File: config.mk
export PLATFORM = sky130hd
export DESIGN_NAME = brownout_ctrl
export DESIGN_NICKNAME = d
export VERILOG_FILES = /design/src/rtl/brownout_ctrl.sv
export SDC_FILE = /design/constraint.sdc
export NUM_CORES = 1
export LEC_CHECK = 0
export ABC_AREA = 0
export CORE_UTILIZATION = 56
export DETAILED_ROUTE_END_ITERATION = 8
export PLACE_DENSITY = 0.86
export RECOVER_POWER = 25
export SLEW_MARGIN = 30
export SYNTH_ARGS = -nofsm -noshare
export SYNTH_HDL_FRONTEND = slang
export SYNTH_SLANG_ARGS = --single-unit
File: constraint.sdc
create_clock -name osc_ck -period 5.6 [get_ports osc_ck]
set_input_delay 1.12 -clock osc_ck [delete_from_list [all_inputs] [get_ports osc_ck]]
set_output_delay 1.12 -clock osc_ck [all_outputs]
set_load 0.02 [all_outputs]
File: src/rtl/brownout_ctrl.sv
// brownout_ctrl
//   Always-on supervisor for the brownout analog macro. Drives the macro's
//   enable and trip codes and turns its asynchronous comparator outputs
//   into a debounced, held system reset plus sticky status and an event
//   counter. Clocked from the macro oscillator (osc_ck).
//
//   Optional feature macro: BROWNOUT_CTRL_VUNDER_EN
//     defined   : vunder is synchronized and drives vunder_warn/vunder_flag
//     undefined : vunder is ignored, vunder_warn/vunder_flag tie to 0
//
// Ports
//   osc_ck      in   clock
//   rst_n       in   async active-low reset
//   cfg_ena     in   monitor enable request
//   cfg_otrip   in   [2:0] brownout trip code request
//   cfg_vtrip   in   [2:0] undervoltage trip code request
//   clr_stat    in   pulse, clears sticky flags
//   brout       in   async comparator, 1 = avdd below otrip
//   vunder      in   async comparator, 1 = avdd below vtrip
//   ena         out  macro enable
//   otrip       out  [2:0] macro brownout trip code
//   vtrip       out  [2:0] macro undervoltage trip code
//   sys_rst_n   out  active-low system reset
//   brout_flag  out  sticky brownout flag
//   vunder_warn out  qualified undervoltage warning (level)
//   vunder_flag out  sticky undervoltage flag
//   evt_cnt     out  [CNT_W-1:0] saturating brownout event count
module brownout_ctrl #(
  parameter int DEB_CYC    = 4,
  parameter int SETTLE_CYC = 16,
  parameter int HOLD_CYC   = 64,
  parameter int CNT_W      = 8
) (
  input  logic             osc_ck,
  input  logic             rst_n,
  input  logic             cfg_ena,
  input  logic [2:0]       cfg_otrip,
  input  logic [2:0]       cfg_vtrip,
  input  logic             clr_stat,
  input  logic             brout,
  input  logic             vunder,
  output logic             ena,
  output logic [2:0]       otrip,
  output logic [2:0]       vtrip,
  output logic             sys_rst_n,
  output logic             brout_flag,
  output logic             vunder_warn,
  output logic             vunder_flag,
  output logic [CNT_W-1:0] evt_cnt
);

  // Counters only need to reach N-1: the terminal cycle is detected on the
  // compare and the counter is cleared on the resulting state change.
  localparam int DEB_W = (DEB_CYC    > 1) ? $clog2(DEB_CYC)    : 1;
  localparam int SET_W = (SETTLE_CYC > 1) ? $clog2(SETTLE_CYC) : 1;
  localparam int HLD_W = (HOLD_CYC   > 1) ? $clog2(HOLD_CYC)   : 1;

  localparam logic [DEB_W-1:0] DEB_LAST = DEB_W'(DEB_CYC - 1);
  localparam logic [SET_W-1:0] SET_LAST = SET_W'(SETTLE_CYC - 1);
  localparam logic [HLD_W-1:0] HLD_LAST = HLD_W'(HOLD_CYC - 1);

  typedef enum logic [2:0] {
    S_OFF  = 3'd0,
    S_ARM  = 3'd1,
    S_MON  = 3'd2,
    S_TRIP = 3'd3,
    S_HOLD = 3'd4
  } state_t;

  state_t           r_state;
  logic [DEB_W-1:0] r_deb;
  logic [SET_W-1:0] r_settle;
  logic [HLD_W-1:0] r_hold;
  logic             r_ena;
  logic [2:0]       r_otrip;
  logic [2:0]       r_vtrip;
  logic             r_sys_rst_n;
  logic             r_brout_flag;
  logic [CNT_W-1:0] r_evt_cnt;

  // brout synchronizer
  logic r_brout_s1, r_brout_s2;
  logic w_brout;

  always_ff @(posedge osc_ck or negedge rst_n) begin
    if (!rst_n) begin
      r_brout_s1 <= 1'b0;
      r_brout_s2 <= 1'b0;
    end else begin
      r_brout_s1 <= brout;
      r_brout_s2 <= r_brout_s1;
    end
  end

  assign w_brout = r_brout_s2;

  // A code request differing from what the macro currently sees means the
  // comparator is about to move its threshold and must be re-settled.
  logic w_code_chg;
  assign w_code_chg = (cfg_otrip != r_otrip) || (cfg_vtrip != r_vtrip);

  always_ff @(posedge osc_ck or negedge rst_n) begin
    if (!rst_n) begin
      r_state      <= S_OFF;
      r_deb        <= '0;
      r_settle     <= '0;
      r_hold       <= '0;
      r_ena        <= 1'b0;
      r_otrip      <= 3'd0;
      r_vtrip      <= 3'd0;
      r_sys_rst_n  <= 1'b1;
      r_brout_flag <= 1'b0;
      r_evt_cnt    <= '0;
    end else begin
      r_otrip <= cfg_otrip;
      r_vtrip <= cfg_vtrip;

      // Clear first; a set later in this block overrides it (set wins).
      if (clr_stat) r_brout_flag <= 1'b0;

      if (!cfg_ena) begin
        // Disable has priority over every state, including TRIP/HOLD.
        r_state     <= S_OFF;
        r_ena       <= 1'b0;
        r_sys_rst_n <= 1'b1;
        r_deb       <= '0;
        r_settle    <= '0;
        r_hold      <= '0;
      end else begin
        case (r_state)
          S_OFF: begin
            r_state  <= S_ARM;
            r_ena    <= 1'b1;
            r_settle <= '0;
          end

          S_ARM: begin
            if (w_code_chg) begin
              r_settle <= '0;
            end else if (r_settle == SET_LAST) begin
              r_state  <= S_MON;
              r_settle <= '0;
              r_deb    <= '0;
            end else begin
              r_settle <= r_settle + 1'b1;
            end
          end

          S_MON: begin
            if (w_code_chg) begin
              r_state  <= S_ARM;
              r_settle <= '0;
              r_deb    <= '0;
            end else if (w_brout) begin
              if (r_deb == DEB_LAST) begin
                r_state      <= S_TRIP;
                r_deb        <= '0;
                r_sys_rst_n  <= 1'b0;
                r_brout_flag <= 1'b1;
                if (r_evt_cnt != {CNT_W{1'b1}}) r_evt_cnt <= r_evt_cnt + 1'b1;
              end else begin
                r_deb <= r_deb + 1'b1;
              end
            end else begin
              r_deb <= '0;
            end
          end

          // In TRIP the debounce counter tracks consecutive clean cycles.
          S_TRIP: begin
            if (!w_brout) begin
              if (r_deb == DEB_LAST) begin
                r_state <= S_HOLD;
                r_deb   <= '0;
                r_hold  <= '0;
              end else begin
                r_deb <= r_deb + 1'b1;
              end
            end else begin
              r_deb <= '0;
            end
          end

          // A re-trip during hold is the same brownout, so no new event.
          S_HOLD: begin
            if (w_brout) begin
              r_state <= S_TRIP;
              r_hold  <= '0;
              r_deb   <= '0;
            end else if (r_hold == HLD_LAST) begin
              r_state     <= S_MON;
              r_hold      <= '0;
              r_deb       <= '0;
              r_sys_rst_n <= 1'b1;
            end else begin
              r_hold <= r_hold + 1'b1;
            end
          end

          default: begin
            r_state     <= S_OFF;
            r_ena       <= 1'b0;
            r_sys_rst_n <= 1'b1;
            r_deb       <= '0;
            r_settle    <= '0;
            r_hold      <= '0;
          end
        endcase
      end
    end
  end

`ifdef BROWNOUT_CTRL_VUNDER_EN
  logic r_vunder_s1, r_vunder_s2;
  logic r_vunder_flag;
  logic w_vu_qual;
  logic w_vunder_warn;

  always_ff @(posedge osc_ck or negedge rst_n) begin
    if (!rst_n) begin
      r_vunder_s1 <= 1'b0;
      r_vunder_s2 <= 1'b0;
    end else begin
      r_vunder_s1 <= vunder;
      r_vunder_s2 <= r_vunder_s1;
    end
  end

  // Warning is meaningless until the comparator has settled, so it is
  // gated to the states that follow ARM. Both terms are flop outputs.
  assign w_vu_qual     = (r_state == S_MON) || (r_state == S_TRIP) ||
                         (r_state == S_HOLD);
  assign w_vunder_warn = r_vunder_s2 & w_vu_qual;

  always_ff @(posedge osc_ck or negedge rst_n) begin
    if (!rst_n)              r_vunder_flag <= 1'b0;
    else if (w_vunder_warn)  r_vunder_flag <= 1'b1;
    else if (clr_stat)       r_vunder_flag <= 1'b0;
  end

  assign vunder_warn = w_vunder_warn;
  assign vunder_flag = r_vunder_flag;
`else
  logic w_vunder_unused;
  assign w_vunder_unused = vunder;
  assign vunder_warn     = 1'b0;
  assign vunder_flag     = 1'b0;
`endif

  assign ena        = r_ena;
  assign otrip      = r_otrip;
  assign vtrip      = r_vtrip;
  assign sys_rst_n  = r_sys_rst_n;
  assign brout_flag = r_brout_flag;
  assign evt_cnt    = r_evt_cnt;

endmodule

==> PnR_summary.wiki, run 1 <==
{| class="wikitable"
! Metric !! Value
|-
| Ratio of final minimum period to clock period || between 50 and 60%
|-
| RSZ-0062 raised after global routing || false
|-
| Hold slack || between 300 and 400 ps
|-
| H-tree levels || 2
|-
| Area inside the core boundary || 2830 um2
|-
| Kind of critical path || input pin to flip-flop
|-
| Post-Place Worst Slack || 2110 ps
|-
| Register bit count reported by yosys || 34
|-
| Failing checks || DRC, capacitance limit, slew limit
|-
| Ordered cell list for the critical path || dlygate4sd3_1 -> xnor2_1 -> nand4_1 -> o31ai_1 -> o311ai_0 -> a22o_1
|-
| GRT Resource Usage Total || roughly 25%
|-
| Wire length of the first global-routing pass || 6040 um
|-
| Area of the die || between 3000 and 4000 um2
|-
| Number of global-route vias before repair || 1341
|-
| Int Pwr || 0.468 mW
|-
| Skew-Pair Late Insertion Delay || about 350 ps
|-
| Starting density of the core || between 60% and 70%
|-
| Mapped Avg Cell Area || about 10 um2
|-
| Placer congestion estimate || slightly above 0.9
|-
| Post-route ant nets || 0
|-
| Static power due to leakage || between 0.8 and 0.9 nW
|-
| Combinational family with the most area after synthesis || simple AND/OR/NAND/NOR gates
|-
| Post-CTS Repair Setup Buffers || 0
|-
| Bufs on Longest Clock Path || 2
|-
| Final period demand of the worst path || 3240 ps
|-
| Number of enable flip-flop cells after synthesis || 0
|-
| Outcome || finished, violations left
|-
| DR vias || 1375
|-
| Count of cells along the worst hold path || 0
|-
| Async S/R FF share, synth || 100%
|-
| Largest net degree at the start of global routing || 35
|-
| Max-capacitance violation count || 1
|-
| Dominant cell type by area after synthesis || dfrtp_1
|-
| Number of DRC markers in iteration 0 || 35
|-
| Final routed DRC violation total || 2
|-
| Final hold violation count || 0
|-
| FP Rows || 19
|-
| Clock power share || 34.3%
|-
| Part of the power in registers || 44.8%
|-
| Initial antenna violation count || 0
|-
| Overall routed net length || about 3500 um
|-
| Count of different cell masters after synthesis || 48
|-
| Commonest non-fill, non-tap cell in the layout || dfrtp_1
|-
| Yosys warning total || 0
|-
| Root Driver || clkbuf_4
|-
| Total global routing overflow || 0
|-
| Clock Sinks || 34
|-
| Net count of the finished layout || between 200 and 250
|-
| Most used cells in the layout excluding fill and tap cells || dfrtp_1, clkdlybuf4s50_1, nand2_1
|-
| Endpoint with the worst hold slack || r_brout_s2$_DFF_PN0_
|-
| Share of Yosys cell area claimed by the top area cell type || a little under half
|-
| Multiplexer share of the synthesized area || under 10%
|-
| Drt via density || between 6 and 7
|-
| Detailed Place HPWL || between 2000 and 2500 um
|-
| Number of buffers inserted for hold repair after clock tree synthesis || 0
|-
| Final setup fails || 0
|-
| Switching power of the nets || roughly 0.20 mW
|-
| Area growth from synthesis to layout || 22.3%
|-
| Post-synthesis instance area || ~1700 um2
|-
| Initial DRT Pass Iterations || 6
|-
| Total inserted antenna cells || 0
|-
| Worst reg2reg startpoint || otrip[2]$_DFF_PN0_
|-
| Post-Synth Simple-Gate Area || ~22%
|-
| Req. time, crit path || between 5000 and 6000 ps
|-
| Number of buffers added by the clock tree synthesis step || 5
|-
| Clock transition at path regs || ~110 ps
|-
| Category of the worst setup path capture point || flip-flop
|-
| Seq/Total Area, Yosys || around half
|-
| Crit-path slowest cell || dlygate4sd3_1
|-
| Area contributors post-synth || dfrtp_1, xnor2_1, nand2_1
|-
| Compound-Gate Fraction of Synth Area || about 15%
|-
| Overall power || about 0.67 mW
|-
| Fraction of power spent switching nets || roughly 30%
|-
| Width of the die || approximately 58 um
|-
| Actual transition at the worst max-transition pin || around 1800 ps
|-
| Clock tree from TritonCTS || built
|-
| Kind of path behind the tightest hold check || flip-flop to flip-flop
|-
| Arrival time of the worst setup path || 3490 ps
|-
| # IOs || 31
|-
| IO buf count || 27
|-
| Start point of the worst min-delay path || r_brout_s1$_DFF_PN0_
|-
| Synth Area in Adders || just under 3%
|-
| Startpoint Class || input pin
|-
| Cells resized by post-CTS repair || 0
|-
| Largest incremental delay on the critical path || between 500 and 600 ps
|-
| Number of pins exceeding their max-slew limit in the final report || 35
|-
| Crit Path Max Fanout || 11
|-
| Worst r2r dst || r_deb[0]$_DFFE_PN0P_
|-
| FMAX || about 0.3 GHz
|-
| Setup WS post-layout || ~2400 ps
|-
| Number of instances in the synthesized netlist || 166
|-
| Peak supply drop || roughly 0.23 mV
|-
| Clock skew after layout || between 9 and 10 ps
|-
| Most used flip-flop cell after synthesis || dfrtp_1
|-
| Die Ht || 57.5 um
|-
| Proportion of power drawn by combinational gates || between 20% and 30%
|-
| Final total negative setup slack || 0 ps
|-
| Cell count of the worst reg-to-reg path || 5
|-
| Power density of the placed cells || ~320 nW/um2
|-
| Proportion of layout cells with a drive suffix above 1 || roughly 8.2%
|-
| Average routed wire per standard cell || about 15 um
|-
| Relative slew slack || -19.7%
|-
| Worst setup slack for register-to-register paths || around 3300 ps
|-
| Synth Area in XOR/XNOR || around 6.6%
|}
-- stage by stage --
stage | instances | util, % | area [um2]
6_report | 227 | 74.7 | 2110
5_1_grt | 227 | 74.7 | 2110
4_1_cts | 227 | 74.8 | 2120
3_5_place_dp | 219 | 71.0 | 2010
3_3_place_gp | 219 | 71.0 | 2010
2_1_floorplan | 167 | - | 1730
-- sequential cells by signal (all words and copies together), names as in the netlist --
signal and cells:
evt_cnt 8, r_hold 6, r_settle 4, otrip 3
r_state 3, vtrip 3, r_deb 2, brout_flag 1
ena 1, r_brout_s1 1, r_brout_s2 1, sys_rst_n 1
-- power by group through the flow --
stage | combinational [mW] | sequential, mW | clock, mW
2_1_floorplan | 0.111 | 0.287 | 0
3_3_place_gp | 0.134 | 0.300 | 0
3_5_place_dp | 0.139 | 0.302 | 0
4_1_cts | 0.140 | 0.297 | 0.234
5_1_grt | 0.154 | 0.304 | 0.242
6_report | 0.139 | 0.299 | 0.229
-- cell usage after synthesis (all sizes together) (4+ instances only) --
| cell type | count |
|---|---|
| xnor2 | 12 |
| a21oi | 8 |
| nand2 | 17 |
| dfrtp | 33 |
| inv | 4 |
| ha | 4 |
| nand3 | 5 |
| and3 | 4 |
| a22o | 4 |
| nand4 | 5 |
| nor2 | 5 |
| o21ai | 11 |
| buf | 6 |
-- layout make-up --
| class | count | area [um2] |
|---|---|---|
| Fill cell | 211 | 717 |
| Sequential cell | 34 | 852 |
| Clock buffer | 5 | 37.5 |
| Tap cell | 31 | 38.8 |
| Multi-Input combinational cell | 122 | 826 |
| Clock inverter | 3 | 68.8 |
| Timing Repair Buffer | 28 | 274 |
| Inverter | 4 | 15.0 |
-- worst max-delay path by stage --
stage                       from                     to  slack [ps]  depth (start not counted)
detailed placement  cfg_otrip[0]   r_deb[0]$_DFFE_PN0P_        2110                          6
CTS                 cfg_otrip[0]   r_deb[0]$_DFFE_PN0P_        2500                          6
finish              cfg_otrip[0]   r_deb[0]$_DFFE_PN0P_        2360                          6
floorplan           cfg_vtrip[0]  sys_rst_n$_DFFE_PN1P_        3050                          5
global placement    cfg_vtrip[0]   r_deb[0]$_DFFE_PN0P_        2210                          6
global route        cfg_vtrip[0]   r_deb[0]$_DFFE_PN0P_        2270                          6
-- metal layers --
| metal | global-route usage, % | routed length, um |
|---|---|---|
| met1 | 32.2 | 1550 |
| met2 | 37.0 | 1690 |
| met3 | 7.26 | 178 |
| met4 | 12.2 | 74 |
| met5 | 0 | 0 |
-- cells by family after synthesis --
family                   after synthesis
XOR/XNOR                              13
other                                  1
AND/OR/NAND/NOR                       62
adder cells (fa/ha/maj)                4
flip-flops                            34
multiplexers                           3
buffers and inverters                 11
AO/OA/AOI/OAI                         38
-- worst max-delay path, delay by kind of cell --
family | cells | cell delay [ps]
AOI/OAI and AO/OA | 3 | 1150
and+or+nand+nor | 1 | 490
buffers and inverters | 1 | 580
xor gates and xnor gates | 1 | 160
No activity file was read; power rests on OpenSTA's default activity.
==> inputs of run 2 (changes only) <==
Settings changed: CORE_UTILIZATION 56 to 52, PLACE_DENSITY 0.86 to 0.81.
Clock period 5.6 ns to 3.15 ns, I/O delays scaled along.
==> run 2 against run 1 <==
  * The run ends with capacitance limit, slew limit left
  * Sequential power up 77%
  * Worst hold slack worse by 0.54 ps
  * Total power up 56%
  * Combinational power up 76%
  * Global-route usage down 1.9 points
  * Via count up 0.87%
  * Routed wire length down 0.60%
  * Clock power up 15%
  * Final cell count up 6.2%
  * Non-clock buffer count up 1
  * Final area down 0.89%
==> PnR_summary.wiki, run 2 (same netlist as run 1, synthesis figures left out) <==
{| class="wikitable"
! Metric !! Value
|-
| Width of the die || 59.6 um (+3.7%)
|-
| Final setup fails || 0 (unchanged)
|-
| Number of buffers inserted for hold repair after clock tree synthesis || 0 (unchanged)
|-
| DR vias || 1387 (+0.87%)
|-
| Net count of the finished layout || 212 (+0.47%)
|-
| Ordered cell list for the critical path || dlygate4sd3_1 -> xnor2_1 -> nand2_1 -> o31ai_1 -> o311ai_0 -> a22o_1
|-
| Cell count of the worst reg-to-reg path || 4 (-1)
|-
| Die Ht || 59.6 um (+3.7%)
|-
| Final period demand of the worst path || between 2000 and 2500 ps
|-
| Top Family by Delay on Critical Path || compound AO/OA/AOI/OAI gates
|-
| Capturing instance or port of the critical path || r_deb[1]$_DFFE_PN0P_
|-
| Detailed Place HPWL || 2490 um (+1.6%)
|-
| Clock skew after layout || 12.4 ps (+2.52 ps)
|-
| Largest incremental delay on the critical path || 570 ps (about the same)
|-
| Average routed wire per standard cell || 14.4 um (-6.4%)
|-
| Number of global-route vias before repair || 1284 (-4.3%)
|-
| Busiest metal layer after global routing || met2
|-
| Category of the worst setup path capture point || flip-flop
|-
| Final core utilization || 67.5% (-7.2 points)
|-
| Max-capacitance violation count || 1 (unchanged)
|-
| Total inserted antenna cells || 0 (unchanged)
|-
| Commonest non-fill, non-tap cell in the layout || dfrtp_1
|-
| Req. time, crit path || 3390 ps (-2460 ps)
|-
| Post-place instance area || 2030 um2 (+1.2%)
|-
| Outcome || finished, violations left
|-
| # IOs || 31 (unchanged)
|-
| Worst setup slack for register-to-register paths || 1030 ps (-2250 ps)
|-
| Worst setup path startpoint || cfg_otrip[1]
|-
| Proportion of layout cells with a drive suffix above 1 || 8.63% (+0.47 points)
|-
| Power density of the placed cells || 496 nW/um2 (+57%)
|-
| Final total negative setup slack || 0 ps (unchanged)
|-
| Grt met3 use || 7.42% (+0.17 points)
|-
| Ratio of final minimum period to clock period || 77.4%
|-
| RSZ-0062 raised after global routing || false
|-
| Initial DRT Pass Iterations || 4 (-2)
|-
| Worst reg2reg startpoint || r_state[2]$_DFFE_PN0P_
|-
| Actual transition at the worst max-transition pin || 1780 ps (-19.8 ps)
|-
| GRT Resource Usage Total || 22.6% (-1.9 points)
|-
| Kind of critical path || input pin to flip-flop
|-
| Number of buffers added by the clock tree synthesis step || 5 (unchanged)
|-
| Hold slack || 361 ps (-0.542 ps)
|-
| Static power due to leakage || 0.881 nW (-1.9%)
|-
| Clock Sinks || 34 (unchanged)
|-
| Area growth from synthesis to layout || 21.2%
|-
| Bufs on Longest Clock Path || 2 (unchanged)
|-
| Peak supply drop || 0.299 mV (+31%)
|-
| Post-CTS Repair Setup Buffers || 0 (unchanged)
|-
| Number of pins exceeding their max-slew limit in the final report || 35 (unchanged)
|-
| Number of DRC markers in iteration 0 || 76 (+120%)
|-
| IO buf count || 27 (unchanged)
|-
| Logic depth of the worst path, buffers included || 6 (unchanged)
|-
| Overall routed net length || 3480 um (-0.60%)
|-
| H-tree levels || 2 (unchanged)
|-
| Kind of path behind the tightest hold check || flip-flop to flip-flop
|-
| Placer congestion estimate || 0.845 (-7.8%)
|-
| Final routed DRC violation total || 0 (-2)
|-
| Final hold violation count || 0 (unchanged)
|-
| Arrival time of the worst setup path || 2680 ps (-810 ps)
|-
| Initial antenna violation count || 0 (unchanged)
|-
| Skew-Pair Late Insertion Delay || 350 ps (about the same)
|-
| Worst r2r dst || evt_cnt[1]$_DFFE_PN0P_
|-
| Post-route ant nets || 0 (unchanged)
|-
| Starting density of the core || 55.6% (-5.4 points)
|-
| Cells resized by post-CTS repair || 0 (unchanged)
|-
| Failing checks || capacitance limit, slew limit
|-
| Root Driver || clkbuf_4
|-
| Most used cells in the layout excluding fill and tap cells || dfrtp_1, clkdlybuf4s50_1, nand2_1
|-
| Fraction of met1 tracks used by global routing || 29.3% (-2.9 points)
|-
| Drt via density || 5.76 (-5.0%)
|-
| FP Rows || 20 (+1)
|-
| Critical path buffer and inverter count || 1 (unchanged)
|-
| FMAX || between 0.4 and 0.5 GHz
|-
| Total global routing overflow || 0 (unchanged)
|-
| Startpoint Class || input pin
|-
| Number of flip-flops in the largest register || 8 (unchanged)
|-
| Wire length of the first global-routing pass || 5750 um (-4.7%)
|-
| Crit-path slowest cell || dlygate4sd3_1
|-
| Area inside the core boundary || 3100 um2 (+9.7%)
|-
| Layout Cell Area excl Fill || 2090 um2 (-0.89%)
|-
| Area of the die || 3560 um2 (+7.4%)
|-
| Met2 Usage GRT || 35.0% (-2.1 points)
|-
| Relative slew slack || -18.3% (+1.3 points)
|-
| Clock tree from TritonCTS || built
|-
| Largest net degree at the start of global routing || 35 (unchanged)
|-
| Crit Path Max Fanout || 11 (unchanged)
|-
| Clock transition at path regs || 110 ps (about the same)
|}
-- run 2: cell types whose count changed in the layout (fill, tap and decap cells not counted) --
cell	previous run	this run
bufinv_16	2	0
buf_4	0	1
clkbuf_8	0	1
clkinv_2	0	1
clkinv_4	1	0
clkinvlp_4	0	1
-- run 2: cell type report --
| class | instances | area [um2] |
|---|---|---|
| fill | 268 | 1010 |
| sequential | 34 | 852 |
| multi-input combinational | 122 | 826 |
| timing repair buffer | 29 | 282 |
| tap | 44 | 55.1 |
| clock buffer | 6 | 51.3 |
| inverter | 4 | 15.0 |
| clock inverter | 2 | 12.5 |
-- run 2: where the power goes --
part           internal [mW]  switching [mW]  leakage, nW
sequential             0.467          0.0632        0.448
clock                  0.107           0.157       0.0343
combinational          0.119           0.126        0.399
total                  0.693           0.346        0.881
-- run 2: worst min path at each step --
stage,startpoint,slack (ps),to,depth (start not counted)
final,r_brout_s1$_DFF_PN0_,360,r_brout_s2$_DFF_PN0_,0
after global routing,r_brout_s1$_DFF_PN0_,380,r_brout_s2$_DFF_PN0_,0
after CTS,r_brout_s1$_DFF_PN0_,360,r_brout_s2$_DFF_PN0_,0
after detailed placement,r_brout_s1$_DFF_PN0_,340,r_brout_s2$_DFF_PN0_,0
after global placement,r_brout_s1$_DFF_PN0_,330,r_brout_s2$_DFF_PN0_,0
after floorplan,rst_n,330,brout_flag$_DFF_PN0_,0
-- run 2: stage by stage --
step	power, mW	setup slack [ps]	cells
2_1_floorplan	0.708	1090	167
3_5_place_dp	0.782	455	233
4_1_cts	1.04	835	241
6_report	1.04	712	241
5_1_grt	1.10	427	241
3_3_place_gp	0.771	463	233
-- run 2: per-layer routing --
layer | wire, um | vias to the layer above
met2 | 1660 | 48
met1 | 1560 | 667
met4 | 61 | 0
met3 | 200 | 7
li1 | - | 665
met5 | 0 | -
